===== src/rtl/byte_word_packer_pkg.sv =====
// Shared types and helpers for the byte-to-word packer.
//   BYTE_W, WORD_BYTES : datapath geometry (8-bit bytes, 4 bytes per word)
//   keep_t             : 4-bit lane-valid mask, bit 3 = lane [31:24]
//   cnt_t              : byte count / lane index inside a word
//   keep_from_count    : keep mask for a word holding n_minus_1+1 bytes
package byte_pack_pkg;

  localparam int unsigned BYTE_W     = 8;
  localparam int unsigned WORD_BYTES = 4;

  typedef logic [3:0] keep_t;
  typedef logic [1:0] cnt_t;

  function automatic keep_t keep_from_count(cnt_t n_minus_1);
    keep_t k;
    case (n_minus_1)
      2'd0:    k = 4'b1000;
      2'd1:    k = 4'b1100;
      2'd2:    k = 4'b1110;
      default: k = 4'b1111;
    endcase
    return k;
  endfunction

endpackage


===== src/rtl/byte_word_packer_if.sv =====
// Byte-in / word-out stream bundle for byte_word_packer.
//   s_valid/s_ready/s_data/s_last : upstream byte stream
//   m_valid/m_ready/m_data/m_keep/m_last : downstream word stream
// Modports:
//   slave  - the packer's view (consumes bytes, produces words)
//   master - the environment's view (produces bytes, consumes words)
interface byte_word_packer_if;
  import byte_pack_pkg::*;

  logic              s_valid;
  logic              s_ready;
  logic [BYTE_W-1:0] s_data;
  logic              s_last;
  logic              m_valid;
  logic              m_ready;
  logic [31:0]       m_data;
  keep_t             m_keep;
  logic              m_last;

  modport slave (
    input  s_valid, s_data, s_last, m_ready,
    output s_ready, m_valid, m_data, m_keep, m_last
  );

  modport master (
    output s_valid, s_data, s_last, m_ready,
    input  s_ready, m_valid, m_data, m_keep, m_last
  );

endinterface


===== src/rtl/byte_word_packer_out_reg.sv =====
// pack_out_reg: single-entry output register of the packer.
//   clk, rst_n   : clock, synchronous active-low reset
//   load*        : word to capture (load is only raised when can_load=1)
//   m_ready      : downstream ready
//   m_valid/m_data/m_keep/m_last : registered word outputs
//   can_load     : register is empty or being drained this cycle
module pack_out_reg
  import byte_pack_pkg::*;
(
  input  logic        clk,
  input  logic        rst_n,
  input  logic        load,
  input  logic [31:0] load_data,
  input  keep_t       load_keep,
  input  logic        load_last,
  input  logic        m_ready,
  output logic        m_valid,
  output logic [31:0] m_data,
  output keep_t       m_keep,
  output logic        m_last,
  output logic        can_load
);

  logic        valid_q, valid_d;
  logic [31:0] data_q, data_d;
  keep_t       keep_q, keep_d;
  logic        last_q, last_d;

  always_comb begin
    valid_d = valid_q;
    data_d  = data_q;
    keep_d  = keep_q;
    last_d  = last_q;
    if (load) begin
      valid_d = 1'b1;
      data_d  = load_data;
      keep_d  = load_keep;
      last_d  = load_last;
    end else if (valid_q && m_ready) begin
      valid_d = 1'b0;
    end
  end

  always_ff @(posedge clk) begin
    if (!rst_n) begin
      valid_q <= 1'b0;
      data_q  <= '0;
      keep_q  <= '0;
      last_q  <= 1'b0;
    end else begin
      valid_q <= valid_d;
      data_q  <= data_d;
      keep_q  <= keep_d;
      last_q  <= last_d;
    end
  end

  assign can_load = !valid_q || m_ready;
  assign m_valid  = valid_q;
  assign m_data   = data_q;
  assign m_keep   = keep_q;
  assign m_last   = last_q;

endmodule


===== src/rtl/byte_word_packer.sv =====
// byte_word_packer: packs a valid/ready byte stream into big-endian 32-bit
// words (first byte in [31:24]) with a lane-keep mask. A word is emitted when
// four bytes are collected or on s_last; unused lanes hold PAD_BYTE.
//   clk, rst_n : clock, synchronous active-low reset
//   flush      : (only with PACKER_FLUSH_EN) emit the partial word, m_last=0
//   bus        : byte_word_packer_if.slave (byte input, word output)
// Parameters: PAD_BYTE (pad value), WORD_BYTES (must be 4).
module byte_word_packer
  import byte_pack_pkg::*;
#(
  parameter logic [7:0]  PAD_BYTE   = 8'h00,
  parameter int unsigned WORD_BYTES = 4
) (
  input logic clk,
  input logic rst_n,
`ifdef PACKER_FLUSH_EN
  input logic flush,
`endif
  byte_word_packer_if.slave bus
);

  localparam cnt_t LAST_LANE = cnt_t'(WORD_BYTES - 1);

  cnt_t                   cnt_q, cnt_d;
  logic [3:0][BYTE_W-1:0] coll_q, coll_d;   // index = lane, lane 0 -> [31:24]
  logic [3:0][BYTE_W-1:0] word;             // index 3 -> [31:24]
  logic                   can_load;
  logic                   accept;
  logic                   close_word;
  logic                   flush_partial;
  logic                   load;
  logic                   load_last;
  cnt_t                   fill_m1;
  cnt_t                   lane;

  assign bus.s_ready = rst_n && can_load;
  assign accept      = bus.s_valid && bus.s_ready;

  always_comb begin
    cnt_d         = cnt_q;
    coll_d        = coll_q;
    word          = '0;
    lane          = '0;
    close_word    = accept && ((cnt_q == LAST_LANE) || bus.s_last);
`ifdef PACKER_FLUSH_EN
    // A byte accepted alongside flush is folded into the flushed word.
    flush_partial = flush && bus.s_ready && (accept || (cnt_q != '0)) && !close_word;
`else
    flush_partial = 1'b0;
`endif
    load          = close_word || flush_partial;
    load_last     = close_word && bus.s_last;
    fill_m1       = accept ? cnt_q : cnt_q - cnt_t'(1);

    for (int unsigned i = 0; i < 4; i++) begin
      lane = cnt_t'(i);
      if (lane < cnt_q)
        word[~lane] = coll_q[lane];
      else if (accept && (lane == cnt_q))
        word[~lane] = bus.s_data;
      else
        word[~lane] = PAD_BYTE;
    end

    if (load) begin
      cnt_d  = '0;
      coll_d = '0;
    end else if (accept) begin
      coll_d[cnt_q] = bus.s_data;
      cnt_d         = cnt_q + cnt_t'(1);
    end
  end

  always_ff @(posedge clk) begin
    if (!rst_n) begin
      cnt_q  <= '0;
      coll_q <= '0;
    end else begin
      cnt_q  <= cnt_d;
      coll_q <= coll_d;
    end
  end

  pack_out_reg u_out (
    .clk       (clk),
    .rst_n     (rst_n),
    .load      (load),
    .load_data (word),
    .load_keep (keep_from_count(fill_m1)),
    .load_last (load_last),
    .m_ready   (bus.m_ready),
    .m_valid   (bus.m_valid),
    .m_data    (bus.m_data),
    .m_keep    (bus.m_keep),
    .m_last    (bus.m_last),
    .can_load  (can_load)
  );

endmodule


===== src/flat_wrapper.sv =====
// flat-port wrapper written by rule: the top's interface ports become plain ports
module byte_word_packer_flat import byte_pack_pkg::*;
#(
  parameter logic [7:0]  PAD_BYTE   = 8'h00,
  parameter int unsigned WORD_BYTES = 4
)
  (clk, rst_n, bus_s_valid, bus_s_data, bus_s_last, bus_m_ready, bus_s_ready, bus_m_valid, bus_m_data, bus_m_keep, bus_m_last);
  byte_word_packer_if bus_i ();
  input logic clk;
  input logic rst_n;
  input wire logic [$bits(bus_i.s_valid)-1:0] bus_s_valid;
  input wire logic [$bits(bus_i.s_data)-1:0] bus_s_data;
  input wire logic [$bits(bus_i.s_last)-1:0] bus_s_last;
  input wire logic [$bits(bus_i.m_ready)-1:0] bus_m_ready;
  output wire logic [$bits(bus_i.s_ready)-1:0] bus_s_ready;
  output wire logic [$bits(bus_i.m_valid)-1:0] bus_m_valid;
  output wire logic [$bits(bus_i.m_data)-1:0] bus_m_data;
  output wire logic [$bits(bus_i.m_keep)-1:0] bus_m_keep;
  output wire logic [$bits(bus_i.m_last)-1:0] bus_m_last;
  assign bus_i.s_valid = bus_s_valid;
  assign bus_i.s_data = bus_s_data;
  assign bus_i.s_last = bus_s_last;
  assign bus_i.m_ready = bus_m_ready;
  assign bus_s_ready = bus_i.s_ready;
  assign bus_m_valid = bus_i.m_valid;
  assign bus_m_data = bus_i.m_data;
  assign bus_m_keep = bus_i.m_keep;
  assign bus_m_last = bus_i.m_last;
  byte_word_packer #(.PAD_BYTE(PAD_BYTE), .WORD_BYTES(WORD_BYTES)) u_core (.clk(clk), .rst_n(rst_n), .bus(bus_i));
endmodule

===== config.mk =====
export PLATFORM = sky130hd
export DESIGN_NAME = byte_word_packer_flat
export DESIGN_NICKNAME = d
export VERILOG_FILES = /design/src/rtl/byte_word_packer_pkg.sv /design/src/rtl/byte_word_packer_if.sv /design/src/rtl/byte_word_packer_out_reg.sv /design/src/rtl/byte_word_packer.sv /design/src/flat_wrapper.sv
export SDC_FILE = /design/constraint.sdc
export NUM_CORES = 1
export LEC_CHECK = 0
export CAP_MARGIN = 25
export CORE_ASPECT_RATIO = 0.75
export CORE_MARGIN = 5
export CORE_UTILIZATION = 52
export CTS_CLUSTER_SIZE = 16
export DETAILED_ROUTE_END_ITERATION = 8
export PLACE_DENSITY = 0.78
export SLEW_MARGIN = 5
export SYNTH_ARGS = -nofsm -noshare
export SYNTH_HDL_FRONTEND = slang
export SYNTH_SLANG_ARGS = --single-unit
export TNS_END_PERCENT = 5

===== constraint.sdc =====
create_clock -name clk -period 2.25 [get_ports clk]
set_input_delay 0.45 -clock clk [delete_from_list [all_inputs] [get_ports clk]]
set_output_delay 0.45 -clock clk [all_outputs]
set_load 0.01 [all_outputs]

==> summary.md <==
| Metric | Value |
|---|---|
| Setup violations, final | 0 |
| R2R cell count | 6 |
| Gr ovfl total | 0 |
| Sinks on Clock Net | 64 |
| Post-Synthesis Cells | 311 |
| Pre-CTS setup slack | 0.0259 ns |
| Core Area | 0.00532 mm2 |
| CP max-delay cell | clkdlybuf4s50_1 |
| Distinct cells, synth | 31 |
| Most frequent cell after synthesis | dfxtp_1 |
| Max FO, Critical Path | 4 |
| Post-synthesis register bit count | 64 |
| Min-delay src | u_core.coll_q[0] |
| 1st-pass router iterations | 5 |
| Vias in the first global route | 2604 |
| WL per Instance | 19.3 um |
| Worst Hold Endpoint | u_core.coll_q[0] |
| Post-synthesis net count | 328 |
| EDFF count, synth | 0 |
| Top_reg_cell synth | dfxtp_1 |
| Multi-input gate area | 0.00137 mm2 |
| Final period util | 96.0% |
| Fin worst setup slack | 0.0889 ns |
| Fin cells | 441 |
| Syn_area_per_cell | 9.19 um2 |
| Mapped Area | 0.00286 mm2 |
| Slew Limit Fails | 0 |
| Antenna cells | 0 |
| Status | finished, final reports clean |
| Max-cap viol count | 0 |
| Share of the synthesized area in the top cell type | 44.8% |
| Synth top area cells | dfxtp_1 (45%), o31ai_1 (6.8%), nand4_1 (6.8%) |
| Pwr per Cell Area | 729 mW/mm2 |
| RSZ-0062 raised after global routing | false |
| Nets | 380 |
| Slowest Stage Delay on Critical Path | 0.55 ns |
| Hold slack | 0.469 ns |
| Worst Tran Pin Value | 0.594 ns |
| Root Buffer | clkbuf_8 |
| Final ANT Viol Nets | 0 |
| Critical Path RT | 1.80 ns |
| TritonCTS clock tree | done |
| DR iter-0 viols | 287 |
| Minimum clock period after layout | 2.16 ns |
| Fin. Hold Viols | 0 |
| Critical path class | input pin to output pin |
| Clk_lat worst skew | 0.34 ns |
| Fill cells | 414 |
| Final wirelength | 8.53 mm |
| Leakage | 1.31 nW |
| Worst-case clock skew | 0.00565 ns |
| Global-route wire length before repair | 13.6 mm |
| Die H | 74.2 um |
| Die W | 95.6 um |
| Pin count of the biggest net entering global routing | 37 |
| Worst path bufs/invs | 3 |
| Yosys top cell by area | dfxtp_1 |
| IO Count | 52 |
| Sequential cell area | 0.00128 mm2 |
| FMAX | 463 MHz |
| Syn-to-layout area delta | 30.9% |
| Gr usage total | 25.2% |
| Starting density of the core | 53.7% |
| YS warnings | 0 |
| Share of cells above drive strength 1 | 13.1% |
| Seq/Total Area, Yosys | 44.8% |
| GP Congestion | 0.819 |
| Clock-pin slew on the worst setup and hold paths | 0.06 ns |
| FP Rows | 23 |
| Most frequent cell on the critical path | clkdlybuf4s50_1 |
| Max_slew headroom | 60.2% |
| Die area | 0.00709 mm2 |
| Flop2flop setup slack | 0.34 ns |
| Hold Path Stages | 2 |
| Crit path DAT | 1.71 ns |
| Crit end category | output pin |
| Post-CTS Setup Bufs | 0 |
| Initial antenna violation count | 0 |
| TritonCTS buffer count | 9 |
| Total number of vias | 2780 |
| Number of instances in the placed design | 427 |
| CP Cell Sequence | clkdlybuf4s50_1 -> inv_1 -> nor2_1 -> clkdlybuf4s50_1 |
| Final core occ | 70.2% |
| R2R Path End | u_core.u_out.m_data[15] |
| Post-synth top cells | dfxtp_1 (64), nand4_1 (31), a21oi_1 (28) |
| Critical path's top delay family | buffers and inverters |
| I/O Buffers | 51 |
| HP Class | flip-flop to flip-flop |
| Reg-to-Reg Start | u_core.cnt_q[0] |
| Max clock buf depth | 2 |
| Synth async-reset ratio | 0% |
| DR DRC count | 0 |
| Maximum VDD drop | 0.444 mV |
| CTS H-tree depth | 3 |
| DP HPWL | 5.65 mm |
| Final TNS setup | 0 ns |
| DR vias/cell | 6.30 |
| Startpoint types | input pin |
## stage by stage
stage	power (mW)	cell area (um2)
after floorplan	1.38	2860
after global placement	1.53	3480
after detailed placement	1.54	3500
after CTS	2.73	3740
after global routing	2.82	3740
final	2.73	3740
## layer usage
metal	wire [um]	track usage [%]
met3	773	9.30
met4	230	8.52
met5	0	0
met2	3840	38.4
met1	3690	33.3
## what timing repair did
action,4_1_cts,5_1_grt
hold buffers,0,0
resized for setup,0,1
setup endpoints to repair,0,6
## sequential cells by signal, summed over array words and instances, names as in the netlist
register              flops
u_core.cnt_q              2
u_core.coll_q            24
u_core.u_out.m_data      32
u_core.u_out.m_keep       4
u_core.u_out.m_last       1
u_core.u_out.m_valid      1
## worst reg2reg max path: stages, from the launching register on
cell     delay, ns
dfxtp_1       0.39
ha_1          0.20
buf_4         0.18
or2_1         0.32
nand3_1       0.28
buf_4         0.26
a22oi_1       0.20
## logic make-up after synthesis
group / Yosys count / synth area share [%]
AO/OA/AOI/OAI: 115 / 28.1
AND/OR/NAND/NOR: 73 / 13.9
flip-flops: 64 / 44.8
multiplexers: 11 / 3.85
buffers and inverters: 44 / 7.57
adder cells (fa/ha/maj): 4 / 1.75
## final cells by class
class                           count  area share (%)
Multi-Input combinational cell    203            36.6
Sequential cell                    64            34.3
Timing Repair Buffer               78            19.5
Clock buffer                       11            4.05
Tap cell                           75            2.51
Clock inverter                      3            2.41
Inverter                            7           0.703
## worst max path at each step
stage               startpoint                       to  slack [ns]  cells past startpoint
6_report                 rst_n              bus_s_ready        0.09                      4
5_1_grt                  rst_n              bus_s_ready        0.01                      4
4_1_cts                  rst_n              bus_s_ready        0.07                      4
3_5_place_dp             rst_n  u_core.u_out.m_data[15]        0.03                      6
3_3_place_gp        bus_s_last  u_core.u_out.m_data[22]       -0.07                      4
2_1_floorplan  u_core.cnt_q[1]  u_core.u_out.m_data[23]        0.44                      8
## cell usage in the layout, fill, tap and decap left out, types with 2 or more instances in the layout
| cell | synthesis | final |
|---|---|---|
| buf_4 | 0 | 25 |
| a22o_1 | 8 | 8 |
| nor2_1 | 3 | 3 |
| nor3_2 | 2 | 2 |
| a22oi_1 | 7 | 7 |
| a2111oi_0 | 7 | 7 |
| a31oi_1 | 17 | 17 |
| nand3_1 | 12 | 12 |
| o21ai_0 | 2 | 2 |
| ha_1 | 4 | 3 |
| nand2_1 | 18 | 18 |
| a21oi_1 | 28 | 28 |
| o31ai_1 | 26 | 26 |
| mux2i_1 | 11 | 11 |
| and2_1 | 2 | 2 |
| bufinv_16 | 0 | 3 |
| clkdlybuf4s50_1 | 0 | 51 |
| clkbuf_8 | 0 | 11 |
| a311oi_1 | 8 | 8 |
| inv_1 | 7 | 7 |
| nand4_1 | 31 | 31 |
| a211oi_1 | 8 | 8 |
| dfxtp_1 | 64 | 64 |
## power breakdown
group	switching, mW	internal, mW
Combinational	0.185	0.141
Sequential	0.0202	1.17
Clock	0.426	0.784
Total	0.631	2.09
Note: power is estimated with default switching activity, not from simulation.
